==> src/rtl/c17_bist_pkg.sv <==
`default_nettype none
// ============================================================================
// Module      : c17_bist_pkg
// Description : Shared types, widths, polynomials and step functions for the
//               c17 BIST engine.
// Revision    : 1.0 - initial release
// ============================================================================
package c17_bist_pkg;

  localparam int PAT_W  = 5;
  localparam int RESP_W = 2;
  localparam int SIG_W  = 8;

  // Feedback taps q[4] and q[2] give x^5+x^3+1.
  localparam logic [PAT_W-1:0] LFSR_TAPS = 5'h14;
  localparam logic [SIG_W-1:0] MISR_POLY = 8'h1D;

  typedef enum logic [1:0] {
    IDLE    = 2'd0,
    APPLY   = 2'd1,
    CAPTURE = 2'd2,
    DONE    = 2'd3
  } state_t;

  function automatic logic [PAT_W-1:0] lfsr_next(input logic [PAT_W-1:0] q);
    return {q[PAT_W-2:0], ^(q & LFSR_TAPS)};
  endfunction

  function automatic logic [SIG_W-1:0] misr_next(input logic [SIG_W-1:0]  m,
                                                 input logic [RESP_W-1:0] r);
    return {m[SIG_W-2:0], 1'b0} ^ (m[SIG_W-1] ? MISR_POLY : '0)
           ^ {{(SIG_W-RESP_W){1'b0}}, r};
  endfunction

endpackage
`default_nettype wire

==> src/rtl/c17_bist_engine_if.sv <==
`default_nettype none
// ============================================================================
// Module      : c17_bist_engine_if
// Description : Control/stimulus/response bundle of the c17 BIST engine.
//               C17_BIST_ABORT_EN adds the abort request line.
// Revision    : 1.0 - initial release
// ============================================================================
interface c17_bist_engine_if;
  import c17_bist_pkg::*;

  logic              start;
  logic [SIG_W-1:0]  golden_sig;
  logic [PAT_W-1:0]  pat_out;
  logic [RESP_W-1:0] resp_in;
  logic              busy;
  logic              done;
  logic              pass;
  logic [SIG_W-1:0]  signature;
  logic [PAT_W-1:0]  pat_count;
`ifdef C17_BIST_ABORT_EN
  logic              abort;

  modport master (output start, golden_sig, resp_in, abort,
                  input  pat_out, busy, done, pass, signature, pat_count);
  modport slave  (input  start, golden_sig, resp_in, abort,
                  output pat_out, busy, done, pass, signature, pat_count);
`else
  modport master (output start, golden_sig, resp_in,
                  input  pat_out, busy, done, pass, signature, pat_count);
  modport slave  (input  start, golden_sig, resp_in,
                  output pat_out, busy, done, pass, signature, pat_count);
`endif

endinterface
`default_nettype wire

==> src/rtl/c17_misr.sv <==
`default_nettype none
// ============================================================================
// Module      : c17_misr
// Description : 8-bit MISR (x^8+x^4+x^3+x^2+1) compacting the c17 response.
// Revision    : 1.0 - initial release
// ============================================================================
module c17_misr
  import c17_bist_pkg::*;
(
  input  logic              clk,
  input  logic              rst_n,
  input  logic              clr,
  input  logic              en,
  input  logic [RESP_W-1:0] resp,
  output logic [SIG_W-1:0]  sig
);

  logic [SIG_W-1:0] r_sig;

  always_ff @(posedge clk or negedge rst_n) begin
    if (!rst_n) begin
      r_sig <= '0;
    end else if (clr) begin
      r_sig <= '0;
    end else if (en) begin
      r_sig <= misr_next(r_sig, resp);
    end
  end

  assign sig = r_sig;

endmodule
`default_nettype wire

==> src/rtl/c17_bist_engine.sv <==
`default_nettype none
// ============================================================================
// Module      : c17_bist_engine
// Description : LFSR stimulus + MISR compaction BIST around the c17 netlist.
//               Define C17_BIST_ABORT_EN to enable the abort request.
// Revision    : 1.0 - initial release
// ============================================================================
module c17_bist_engine
  import c17_bist_pkg::*;
#(
  parameter int               NUM_PATTERNS = 31,
  parameter logic [PAT_W-1:0] LFSR_SEED    = 5'h01
)
(
  input  logic               clk,
  input  logic               rst_n,
  c17_bist_engine_if.slave   bus
);

  localparam logic [PAT_W-1:0] c_num  = PAT_W'(NUM_PATTERNS);
  localparam logic [PAT_W-1:0] c_seed = (LFSR_SEED == '0) ? 5'h01 : LFSR_SEED;

  state_t           r_state;
  logic [PAT_W-1:0] r_lfsr;
  logic [PAT_W-1:0] r_cnt;
  logic [SIG_W-1:0] r_golden;
  logic             r_busy;
  logic             r_done;
  logic             r_pass;

  logic             w_start_ok;
  logic             w_abort;
  logic [PAT_W-1:0] w_cnt_inc;
  logic [SIG_W-1:0] w_sig;
  logic [SIG_W-1:0] w_sig_next;

  assign w_start_ok = bus.start && ((r_state == IDLE) || (r_state == DONE));
  assign w_cnt_inc  = r_cnt + PAT_W'(1);
  assign w_sig_next = misr_next(w_sig, bus.resp_in);

`ifdef C17_BIST_ABORT_EN
  assign w_abort = bus.abort && ((r_state == APPLY) || (r_state == CAPTURE));
`else
  assign w_abort = 1'b0;
`endif

  c17_misr u_misr (
    .clk   (clk),
    .rst_n (rst_n),
    .clr   (w_start_ok),
    .en    ((r_state == CAPTURE) && !w_abort),
    .resp  (bus.resp_in),
    .sig   (w_sig)
  );

  always_ff @(posedge clk or negedge rst_n) begin
    if (!rst_n) begin
      r_state  <= IDLE;
      r_lfsr   <= '0;
      r_cnt    <= '0;
      r_golden <= '0;
      r_busy   <= 1'b0;
      r_done   <= 1'b0;
      r_pass   <= 1'b0;
    end else begin
      case (r_state)
        IDLE, DONE: begin
          if (w_start_ok) begin
            r_state  <= APPLY;
            r_lfsr   <= c_seed;
            r_cnt    <= '0;
            r_golden <= bus.golden_sig;
            r_busy   <= 1'b1;
            r_done   <= 1'b0;
            r_pass   <= 1'b0;
          end
        end
        APPLY: begin
          if (w_abort) begin
            r_state <= IDLE;
            r_busy  <= 1'b0;
            r_lfsr  <= '0;
          end else begin
            r_state <= CAPTURE;
          end
        end
        CAPTURE: begin
          if (w_abort) begin
            r_state <= IDLE;
            r_busy  <= 1'b0;
            r_lfsr  <= '0;
          end else begin
            r_cnt  <= w_cnt_inc;
            r_lfsr <= lfsr_next(r_lfsr);
            // Pass compares the value the MISR takes on this same edge.
            if (w_cnt_inc == c_num) begin
              r_state <= DONE;
              r_busy  <= 1'b0;
              r_done  <= 1'b1;
              r_pass  <= (w_sig_next == r_golden);
            end else begin
              r_state <= APPLY;
            end
          end
        end
        default: r_state <= IDLE;
      endcase
    end
  end

  assign bus.pat_out   = r_lfsr;
  assign bus.busy      = r_busy;
  assign bus.done      = r_done;
  assign bus.pass      = r_pass;
  assign bus.signature = w_sig;
  assign bus.pat_count = r_cnt;

endmodule
`default_nettype wire

==> src/flat_wrapper.sv <==
// flat-port wrapper written by rule: the top's interface ports become plain ports
module c17_bist_engine_flat import c17_bist_pkg::*;
#(
  parameter int               NUM_PATTERNS = 31,
  parameter logic [PAT_W-1:0] LFSR_SEED    = 5'h01
)
  (clk, rst_n, bus_start, bus_golden_sig, bus_resp_in, bus_pat_out, bus_busy, bus_done, bus_pass, bus_signature, bus_pat_count);
  c17_bist_engine_if bus_i ();
  input  logic clk;
  input  logic rst_n;
  input wire logic [$bits(bus_i.start)-1:0] bus_start;
  input wire logic [$bits(bus_i.golden_sig)-1:0] bus_golden_sig;
  input wire logic [$bits(bus_i.resp_in)-1:0] bus_resp_in;
  output wire logic [$bits(bus_i.pat_out)-1:0] bus_pat_out;
  output wire logic [$bits(bus_i.busy)-1:0] bus_busy;
  output wire logic [$bits(bus_i.done)-1:0] bus_done;
  output wire logic [$bits(bus_i.pass)-1:0] bus_pass;
  output wire logic [$bits(bus_i.signature)-1:0] bus_signature;
  output wire logic [$bits(bus_i.pat_count)-1:0] bus_pat_count;
  assign bus_i.start = bus_start;
  assign bus_i.golden_sig = bus_golden_sig;
  assign bus_i.resp_in = bus_resp_in;
  assign bus_pat_out = bus_i.pat_out;
  assign bus_busy = bus_i.busy;
  assign bus_done = bus_i.done;
  assign bus_pass = bus_i.pass;
  assign bus_signature = bus_i.signature;
  assign bus_pat_count = bus_i.pat_count;
  c17_bist_engine #(.NUM_PATTERNS(NUM_PATTERNS), .LFSR_SEED(LFSR_SEED)) u_core (.clk(clk), .rst_n(rst_n), .bus(bus_i));
endmodule
==> config.mk <==
export PLATFORM = sky130hd
export DESIGN_NAME = c17_bist_engine_flat
export DESIGN_NICKNAME = d
export VERILOG_FILES = /design/src/rtl/c17_bist_pkg.sv /design/src/rtl/c17_bist_engine_if.sv /design/src/rtl/c17_misr.sv /design/src/rtl/c17_bist_engine.sv /design/src/flat_wrapper.sv
export SDC_FILE = /design/constraint.sdc
export NUM_CORES = 1
export LEC_CHECK = 0
export BUFFER_PORTS_ARGS = -buffer_cell sky130_fd_sc_hd__buf_2
export CELL_PAD_IN_SITES_DETAIL_PLACEMENT = 1
export CELL_PAD_IN_SITES_GLOBAL_PLACEMENT = 1
export CORE_MARGIN = 2
export CORE_UTILIZATION = 38
export DETAILED_ROUTE_END_ITERATION = 16
export PLACE_DENSITY = 0.78
export SYNTH_ARGS = -nofsm -noshare
export SYNTH_HDL_FRONTEND = slang
export SYNTH_SLANG_ARGS = --single-unit
==> constraint.sdc <==
create_clock -name clk -period 1.8 [get_ports clk]
set_input_delay 0.18 -clock clk [delete_from_list [all_inputs] [get_ports clk]]
set_output_delay 0.18 -clock clk [all_outputs]
set_load 0.02 [all_outputs]
==> metrics.md, run 1 <==
| Metric | Value |
|---|---|
| Post-synthesis compound-gate area fraction | between 10% and 20% |
| Critical path, cell by cell | ha_1 -> and4b_1 -> o211a_1 -> or2_1 -> o31a_1 |
| TritonCTS buffer count | 5 |
| Starting density of the core | 39.0% |
| DRC | 0 |
| Max FO, Critical Path | 8 |
| Routed WL | 3770 µm |
| Xor and xnor area share after synthesis | 7.79% |
| CTS Buffer Depth | 2 |
| Synth Flop Type | dfrtp_1 |
| Worst reg2reg path depth | 5 |
| Async S/R FF share, synth | 100% |
| Placed cell area | about 1900 µm² |
| Via density | between 5 and 6 |
| Reg area | just under 800 µm² |
| Finished Cell Area | approximately 2000 µm² |
| Fin nets | roughly 220 |
| Worst path max stage delay | roughly 0.46 ns |
| Worst path depth | 5 |
| Power Density | 1010 nW/µm² |
| Largest net degree at the start of global routing | 32 |
| Arrival time at the worst endpoint | between 1.5 and 2 ns |
| Main combinational cell family by area after synthesis | simple AND/OR/NAND/NOR gates |
| CP top delay family | simple AND/OR/NAND/NOR gates |
| Distinct cells, synth | 43 |
| Sequential area share after synthesis | between 40 and 50% |
| Port Buffer Count | 33 |
| 1st-pass router iterations | 5 |
| Vias in the first global route | between 1000 and 1500 |
| Vias | between 1000 and 1500 |
| Startpoint Class | register |
| Number of synthesized flops with an enable pin | 0 |
| Multiplexer share of the synthesized area | 8.31% |
| RePlAce Congestion | 0.740 |
| DPL Wire Length | approximately 2700 µm |
| Row count | 24 |
| Fin. Hold Viols | 0 |
| Core ar. | between 4000 and 5000 µm² |
| Adder-cell share of the synthesized area | under 10% |
| Crit path max-delay cell type | dfrtp_2 |
| Multi-input logic area | 826 µm² |
| Initial DRC count | between 60 and 70 |
| Simple-gate portion of the synthesized area | 14.9% |
| Min Tclk post-route | 1.68 ns |
| Latest clock arrival within the worst-skew pair | 0.29 ns |
| Crit end category | register |
| Clock Skew | roughly 0.0085 ns |
| Worst-Margin Slew | around 0.7 ns |
| Hold Crit Depth | 2 |
| CTS clk-pin slew, worst paths | 0.07 ns |
| Die height | a little over 70 µm |
| First-pass GRT wire length | 6520 µm |
| Die Area | 4990 µm² |
| Final TNS setup | 0 ns |
| Final Core Density | between 40% and 50% |
| Total of max-cap violations | 0 |
| Syn_nets | roughly 180 |
| Fin Hold WS | around 0.12 ns |
| Chip width | 70.6 µm |
| Area Growth Syn to Fin | 18.8% |
| Avg Cell Area, Syn | 10.3 µm² |
| Crit path buffers/inverters | 0 |
| Final period util | between 90% and 100% |
| Yosys reg bits | 31 |
| Post-Synthesis Cells | roughly 160 |
| Max H-tree Level | 2 |
| Root Driver | clkbuf_8 |
| Synth Cell Area | roughly 1700 µm² |
| Final setup vio count | 0 |
| Yosys Warn Count | 0 |
| Gr usage total | ~17% |
| Ant diodes | 0 |
| Total gr overflow | 0 |
| Ports | 34 |
| Max rail drop VDD | between 700 and 800 µV |
| RSZ-0062 raised after global routing | false |
| CTS tree | done |
| Total power | roughly 0.002 W |
| Worst Path Required | between 1.5 and 2 ns |
| Critical path type | reg -> reg |
| Status | complete, no violations |
| Slew Viols, Final | 0 |
| Share of layout cells above drive strength 1 | between 30% and 40% |
| Initial antenna violation count | 0 |
| Slew HR | a little over half |
| DR WL/cell | 15.0 µm |
| ANT nets after route | 0 |
| Leak | roughly 1 nW |
| Clock sink total | 31 |
| Fmax | 0.595 GHz |
| FILL cells | just over 500 |
| Worst hold path class | in -> reg |
## synth_stat cells (2+ instances only)
library cell / n / share of area [%]
a211oi_1: 5 / 2.2
a21oi_1: 5 / 1.5
a2bb2oi_1: 2 / 1.0
and3b_1: 2 / 1.0
and4b_1: 2 / 1.2
buf_2: 3 / 0.89
clkbuf_1: 4 / 0.89
clkbuf_2: 2 / 0.59
dfrtp_1: 31 / 46
ha_1: 5 / 3.7
inv_1: 6 / 1.3
mux2_2: 8 / 5.3
mux2i_1: 5 / 3.0
nand2_1: 11 / 2.4
nand2b_1: 4 / 1.5
nand4_1: 5 / 1.9
nor2_1: 15 / 3.3
o21ai_0: 10 / 3.0
o31a_1: 2 / 1.0
xnor2_1: 12 / 6.2
xor2_1: 3 / 1.6
## repair_timing
item / in CTS / in global routing
setup endpoints to repair: 0 / 15
resized for setup: 0 / 5
hold buffers: 1 / 0
hold endpoints to repair: 31 / 0
buffers inserted: 0 / 0
## layout by cell type, fill, tap and decap left out, types with 6 or more instances in the layout
| cell | netlist | layout |
|---|---|---|
| o21ai_0 | 10 | 10 |
| buf_2 | 3 | 33 |
| dfrtp_1 | 31 | 30 |
| mux2_2 | 8 | 8 |
| nor2_1 | 15 | 15 |
| nand2_1 | 11 | 11 |
| xnor2_1 | 12 | 12 |
| inv_1 | 6 | 6 |
## sequential cells by signal, indices dropped and copies added (netlist names)
name,flops
u_core.bus.busy,1
u_core.bus.done,1
u_core.bus.pass,1
u_core.bus.pat_count,5
u_core.bus.pat_out,5
u_core.r_golden,8
u_core.r_state,2
u_core.u_misr.sig,8
## metrics by stage
step	worst slack [ns]	cells
global route	0.0526	252
finish	0.119	252
detailed placement	0.0565	243
CTS	0.0387	252
global placement	0.0800	243
floorplan	0.0290	164
## kinds of logic after synthesis
family / Yosys count
xor+xnor: 15
simple gates: 48
fa+ha+maj: 5
mux: 13
buf+inv: 18
flops: 31
compound gates: 34
## final timing paths
check / startpoint / end / slack (ns)
hold / removal: bus_golden_sig[2] / u_core.r_golden[2] / 0.12
setup / recovery: u_core.bus.pat_count[1] / u_core.r_state[1] / 0.12
max in group asynchronous: rst_n / u_core.bus.pat_count[1] / 0.85
min in group asynchronous: rst_n / u_core.bus.pat_count[1] / 0.46
hold reg to reg: u_core.bus.pat_out[0] / u_core.bus.pat_out[0] / 0.50
setup reg to reg: u_core.bus.pat_count[1] / u_core.r_state[1] / 0.12
## area by class of cell
| class | instances | share of cell area, % |
|---|---|---|
| clock inverter | 1 | 0.250 |
| timing repair buffer | 40 | 11.6 |
| tap | 52 | 3.25 |
| multi-input combinational | 115 | 41.2 |
| sequential | 31 | 38.8 |
| clock buffer | 7 | 3.81 |
| inverter | 6 | 1.12 |
## where the power goes
part / switching [W] / internal, W
sequential: 0.000145 / 0.000794
clock: 0.000260 / 0.000271
combinational: 0.000289 / 0.000265
total: 0.000694 / 0.00133
## layer usage
metal	global-route usage, %	vias to the layer above	wire [µm]
met4	5.03	0	43
li1	-	642	-
met5	0	-	0
met3	5.84	4	190
met1	23.5	628	1790
met2	24.8	35	1750
Note: power is estimated with default switching activity, not from simulation.
==> run 2: changes to the inputs <==
CORE_UTILIZATION = 25   (was 38)
PLACE_DENSITY = 0.57   (was 0.78)
==> run 2 against run 1 <==
Net effect:
- clock-buffer cell count shrank 2
- register-to-register slack is essentially flat
- worst hold slack gained 0.0029 ns
- critical path depth is the same
- global-route usage shrank 4.9 points
- die area grew 49%
- routed wire length grew 5.5%
- non-clock buffer count grew 3
- critical path type unchanged
- highest routed layer unchanged
==> metrics.md, run 2 (synthesis gave the netlist of run 1 again) <==
| Metric | Value |
|---|---|
| Ant diodes | 0 (unchanged) |
| Die height | 86.1 µm (was 70.6 µm) |
| Arrival time at the worst endpoint | 1.85 ns (was 1.86 ns) |
| Worst reg2reg path depth | 5 (unchanged) |
| Starting density of the core | 26.3% (was 39.0%) |
| Total gr overflow | 0 (unchanged) |
| Port Buffer Count | 33 (unchanged) |
| Share of layout cells above drive strength 1 | 29.6% (was 30.0%) |
| First-pass GRT wire length | 6940 µm (was 6520 µm) |
| Core ar. | 6420 µm² (was 4320 µm²) |
| Final period util | 92.8% (was 93.4%) |
| Min-delay src | bus_golden_sig[3] (was bus_golden_sig[2]) |
| Area Growth Syn to Fin | 23.2% (was 18.8%) |
| Root Driver | clkbuf_8 (unchanged) |
| CTS Buffer Depth | 2 (unchanged) |
| Total of max-cap violations | 0 (unchanged) |
| Chip width | 86.1 µm (was 70.6 µm) |
| DRC | 0 (unchanged) |
| Max rail drop VDD | 533 µV (was 797 µV) |
| Fmax | 0.599 GHz (was 0.595 GHz) |
| Worst reg2reg setup slack | 0.13 ns (was 0.12 ns) |
| Worst Path Required | 1.98 ns (about the same) |
| Row count | 29 (was 24) |
| DPL Wire Length | 2880 µm (was 2690 µm) |
| Critical path type | reg -> reg (unchanged) |
| ANT nets after route | 0 (unchanged) |
| Clock sink total | 31 (unchanged) |
| Startpoint Class | register (unchanged) |
| Fin nets | 220 (was 217) |
| Crit end category | register (unchanged) |
| Reg2reg end | u_core.r_state[1] (unchanged) |
| Hold Crit Depth | 2 (unchanged) |
| CTS clk-pin slew, worst paths | 0.08 ns (was 0.07 ns) |
| Slew HR | 53.0% (was 52.6%) |
| Final Core Density | 32.4% (was 46.4%) |
| Status | complete, no violations (unchanged) |
| 1st-pass router iterations | 4 (was 5) |
| Worst hold path class | in -> reg (unchanged) |
| DR WL/cell | 14.2 µm (was 15.0 µm) |
| RSZ-0062 raised after global routing | false (unchanged) |
| Routed WL | 3980 µm (was 3770 µm) |
| Largest net degree at the start of global routing | 32 (unchanged) |
| Via density | 4.78 (was 5.19) |
| Clock Skew | 0.00752 ns (was 0.00846 ns) |
| CTS resizes | 0 (unchanged) |
| Vias in the first global route | 1421 (was 1306) |
| Hold EP | u_core.r_golden[3] (was u_core.r_golden[2]) |
| Commonest non-fill, non-tap cells in the layout | buf_2, dfrtp_1, nor2_1 (unchanged) |
| Final setup vio count | 0 (unchanged) |
| Min Tclk post-route | 1.67 ns (was 1.68 ns) |
| Vias | 1338 (was 1309) |
| Initial DRC count | 39 (was 69) |
| TritonCTS buffer count | 5 (unchanged) |
| CTS tree | done (unchanged) |
| Leak | 1.03 nW (was 1.00 nW) |
| Initial antenna violation count | 0 (unchanged) |
| Gr usage total | 11.9% (was 16.8%) |
| Max FO, Critical Path | 7 (was 8) |
| Slew Viols, Final | 0 (unchanged) |
| Fin. Hold Viols | 0 (unchanged) |
| Post CTS Setup Buffer Count | 0 (unchanged) |
| Final TNS setup | 0 ns (unchanged) |
| RePlAce Congestion | 0.745 (was 0.740) |
| Die Area | 7420 µm² (was 4990 µm²) |
| Max H-tree Level | 2 (unchanged) |
| Ports | 34 (unchanged) |
| Power Density | 1060 nW/µm² (was 1010 nW/µm²) |
| Latest clock arrival within the worst-skew pair | 0.29 ns (about the same) |
| Worst-Margin Slew | 0.705 ns (was 0.711 ns) |
| Most common cell after layout, fill and taps aside | buf_2 (unchanged) |
| FF-to-FF Start | u_core.bus.pat_count[1] (unchanged) |
[run 2: layout make-up]
cell class / count / area, µm²
clock buffers: 5 / 68.8
clock inverters: 3 / 43.8
fillers: 742 / 4340
inverters: 6 / 22.5
multi-input cells: 115 / 816
flip-flops and latches: 31 / 776
well taps: 77 / 96.3
repair buffers: 43 / 255
[run 2: worst max-delay path, cell delays in order, from the launching register on]
cell and delay [ns]:
dfrtp_1 0.39, ha_1 0.31, and4b_1 0.23, o211a_1 0.13, or2_1 0.25, o31a_1 0.24
[run 2: routing by layer]
metal	GRT usage (%)	up-vias	routed length [µm]
met1	15.4	647	1820
met2	19.6	35	1920
li1	-	652	-
met3	2.69	4	193
met4	4.33	0	41
met5	0	-	0
[run 2: where the power goes]
| group | switching, W | total (W) | internal, W |
|---|---|---|---|
| Sequential | 0.000144 | 0.000937 | 0.000794 |
| Combinational | 0.000298 | 0.000564 | 0.000265 |
| Clock | 0.000290 | 0.000702 | 0.000412 |
| Total | 0.000732 | 0.00220 | 0.00147 |
[run 2: through the flow]
stage          total power (W)  instances  cell area, µm²  hold slack, ns  setup WS (ns)
3_5_place_dp           0.00152        271            1960           0.281          0.148
4_1_cts                0.00226        280            2080           0.109          0.125
2_1_floorplan          0.00133        164            1690          -0.116         0.0290
3_3_place_gp           0.00152        271            1960           0.289          0.160
6_report               0.00220        280            2080           0.122          0.129
5_1_grt                0.00236        280            2080           0.113         0.0244
[run 2: what timing repair did]
item	in CTS	in global routing
endpoints found under the setup margin	0	0
hold endpoints to repair	31	0
hold buffers	1	0
[run 2: worst max-delay path by stage]
| stage | start | end | depth (start not counted) |
|---|---|---|---|
| 6_report | u_core.bus.pat_count[1] | u_core.r_state[1] | 5 |
| 5_1_grt | u_core.r_state[0] | u_core.bus.pass | 6 |
| 4_1_cts | u_core.r_state[0] | u_core.r_golden[0] | 5 |
| 3_5_place_dp | u_core.r_state[0] | u_core.r_golden[0] | 5 |
| 3_3_place_gp | u_core.bus.pat_count[1] | u_core.r_state[1] | 5 |
| 2_1_floorplan | u_core.r_state[0] | u_core.r_golden[5] | 7 |
==> run 3: changes to the inputs <==
CELL_PAD_IN_SITES_DETAIL_PLACEMENT = default   (was 1)
CELL_PAD_IN_SITES_GLOBAL_PLACEMENT = default   (was 1)
PLACE_DENSITY = 0.47   (was 0.57)
==> run 3 against run 2 <==
Net effect:
- worst hold slack better by 0.0021 ns
- worst setup slack better by 0.022 ns
- register-to-register slack better by 0.02 ns
- sequential share of layout area is 0.14 points higher
- combinational power is 0.9% lower
- first-iteration DRC count is 21% lower
==> metrics.md, run 3 (synthesis gave the netlist of run 1 again) <==
| Metric | Value |
|---|---|
| Status | complete, no violations (unchanged) |
| Final period util | 91.6% (was 92.8%) |
| Met1 GRT Util | 16.4% (was 15.4%) |
| Vias in the first global route | 1276 (was 1421) |
| CTS Buffer Depth | 2 (unchanged) |
| Initial DRC count | 31 (was 39) |
| Starting density of the core | 26.3% (unchanged) |
| Critical path type | reg -> reg (unchanged) |
| Dpl cells | 271 (unchanged) |
| Largest net degree at the start of global routing | 32 (unchanged) |
| DR WL/cell | 13.3 µm (was 14.2 µm) |
| Min Tclk post-route | 1.65 ns (was 1.67 ns) |
| Latest clock arrival within the worst-skew pair | 0.28 ns (was 0.29 ns) |
| Fin. Hold Viols | 0 (unchanged) |
| CTS tree | done (unchanged) |
| Max H-tree Level | 2 (unchanged) |
| Grt peak-use layer | met1 (was met2) |
| Final TNS setup | 0 ns (unchanged) |
| Power Density | 1070 nW/µm² (was 1060 nW/µm²) |
| Share of layout cells above drive strength 1 | 29.6% (unchanged) |
| ANT nets after route | 0 (unchanged) |
| Clock sink total | 31 (unchanged) |
| Reg2reg end | u_core.r_golden[5] (was u_core.r_state[1]) |
| Min-delay src | bus_golden_sig[0] (was bus_golden_sig[3]) |
| DPL Wire Length | 2660 µm (was 2880 µm) |
| Gr usage total | 11.0% (was 11.9%) |
| GRT met2 Usage | 15.1% (was 19.6%) |
| Worst hold path class | in -> reg (unchanged) |
| FILL cells | 639 (was 742) |
| Slew Viols, Final | 0 (unchanged) |
| CTS resizes | 0 (unchanged) |
| Routed WL | 3730 µm (was 3980 µm) |
| TritonCTS buffer count | 5 (unchanged) |
| Core ar. | 6420 µm² (unchanged) |
| Final setup vio count | 0 (unchanged) |
| Total of max-cap violations | 0 (unchanged) |
| Most common cell after layout, fill and taps aside | buf_2 (unchanged) |
| Fin nets | 220 (unchanged) |
| Chip width | 86.1 µm (unchanged) |
| Via density | 4.58 (was 4.78) |
| Post CTS Setup Buffer Count | 0 (unchanged) |
| Leak | 1.03 nW (about the same) |
| Hold-fix buffers, CTS | 1 (unchanged) |
| Layout Cells excl Fill | 280 (unchanged) |
| CTS clk-pin slew, worst paths | 0.07 ns (was 0.08 ns) |
| Worst Path Required | 1.97 ns (was 1.98 ns) |
| Hold Crit Depth | 2 (unchanged) |
| DRC | 0 (unchanged) |
| Ports | 34 (unchanged) |
| Fmax | 0.607 GHz (was 0.599 GHz) |
| Max FO, Critical Path | 9 (was 7) |
| Total gr overflow | 0 (unchanged) |
| Max rail drop VDD | 567 µV (was 533 µV) |
| Row count | 29 (unchanged) |
| Root Driver | clkbuf_8 (unchanged) |
| RSZ-0062 raised after global routing | false (unchanged) |
| Ant diodes | 0 (unchanged) |
| Worst reg2reg path depth | 5 (unchanged) |
| Die height | 86.1 µm (unchanged) |
| Commonest non-fill, non-tap cells in the layout | buf_2, dfrtp_1, nor2_1 (unchanged) |
| RePlAce Congestion | 0.825 (was 0.745) |
| Area Growth Syn to Fin | 22.8% (was 23.2%) |
| Arrival time at the worst endpoint | 1.82 ns (was 1.85 ns) |
| Initial antenna violation count | 0 (unchanged) |
| Vias | 1282 (was 1338) |
| Worst reg2reg setup slack | 0.15 ns (was 0.13 ns) |
| Crit end category | register (unchanged) |
| Slew HR | 52.2% (was 53.0%) |
| Clock Skew | 0.00839 ns (was 0.00752 ns) |
| Worst-Margin Slew | 0.718 ns (was 0.705 ns) |
| Global routing met3 resource utilization | 3.08% (was 2.69%) |
| 1st-pass router iterations | 4 (unchanged) |
| Port Buffer Count | 33 (unchanged) |
| First-pass GRT wire length | 6320 µm (was 6940 µm) |
| Hold EP | u_core.r_golden[0] (was u_core.r_golden[3]) |
| FF-to-FF Start | u_core.r_state[0] (was u_core.bus.pat_count[1]) |
| Startpoint Class | register (unchanged) |
| Die Area | 7420 µm² (unchanged) |
[run 3: cell types whose count changed in the layout (fill, tap and decap cells not counted)]
cell      change
buf_4         +1
buf_12        -1
clkbuf_8      +1
clkinv_4      -1
[run 3: report_power, final]
group	internal (W)	total, W	switching [W]
Combinational	0.000265	0.000559	0.000294
Clock	0.000448	0.000714	0.000266
Sequential	0.000794	0.000938	0.000144
Total	0.00151	0.00221	0.000704
[run 3: how the worst max path moves through the flow]
| stage | from | end | cells after the start |
|---|---|---|---|
| finish | u_core.r_state[0] | u_core.r_golden[5] | 5 |
| global route | u_core.r_state[0] | u_core.r_golden[5] | 5 |
| CTS | u_core.r_state[0] | u_core.r_golden[5] | 5 |
| detailed placement | u_core.bus.pat_count[0] | u_core.r_state[1] | 5 |
| global placement | u_core.bus.pat_count[0] | u_core.r_state[1] | 5 |
| floorplan | u_core.r_state[0] | u_core.r_golden[5] | 7 |
[run 3: routing by layer]
| metal | vias up | part of all wire, % |
|---|---|---|
| met5 | - | 0 |
| met4 | 0 | 1.3 |
| met3 | 6 | 4.4 |
| met2 | 31 | 41 |
| met1 | 591 | 53 |
| li1 | 654 | - |
[run 3: area by class of cell]
type	instances	area (µm²)	share of cell area (%)
inverter	6	22.5	1.09
multi-input combinational	115	816	39.4
tap	77	96.3	4.65
clock buffer	6	82.6	3.99
timing repair buffer	43	243	11.7
sequential	31	776	37.5
clock inverter	2	35.0	1.69
[run 3: metrics by stage]
stage	util, %	area (µm²)	worst slack (ns)	power, W	hold slack (ns)
after floorplan	-	1690	0.0290	0.00133	-0.116
after global placement	30.3	1940	0.118	0.00152	0.283
after detailed placement	30.3	1940	0.147	0.00152	0.280
after CTS	32.2	2070	0.130	0.00225	0.116
after global routing	32.2	2070	0.00139	0.00235	0.113
final	32.2	2070	0.151	0.00221	0.124
[run 3: worst max-delay path: stages (launching register included)]
cell	delay [ns]
dfrtp_1	0.39
inv_1	0.06
ha_1	0.36
and2_1	0.20
buf_4	0.18
mux2_2	0.34
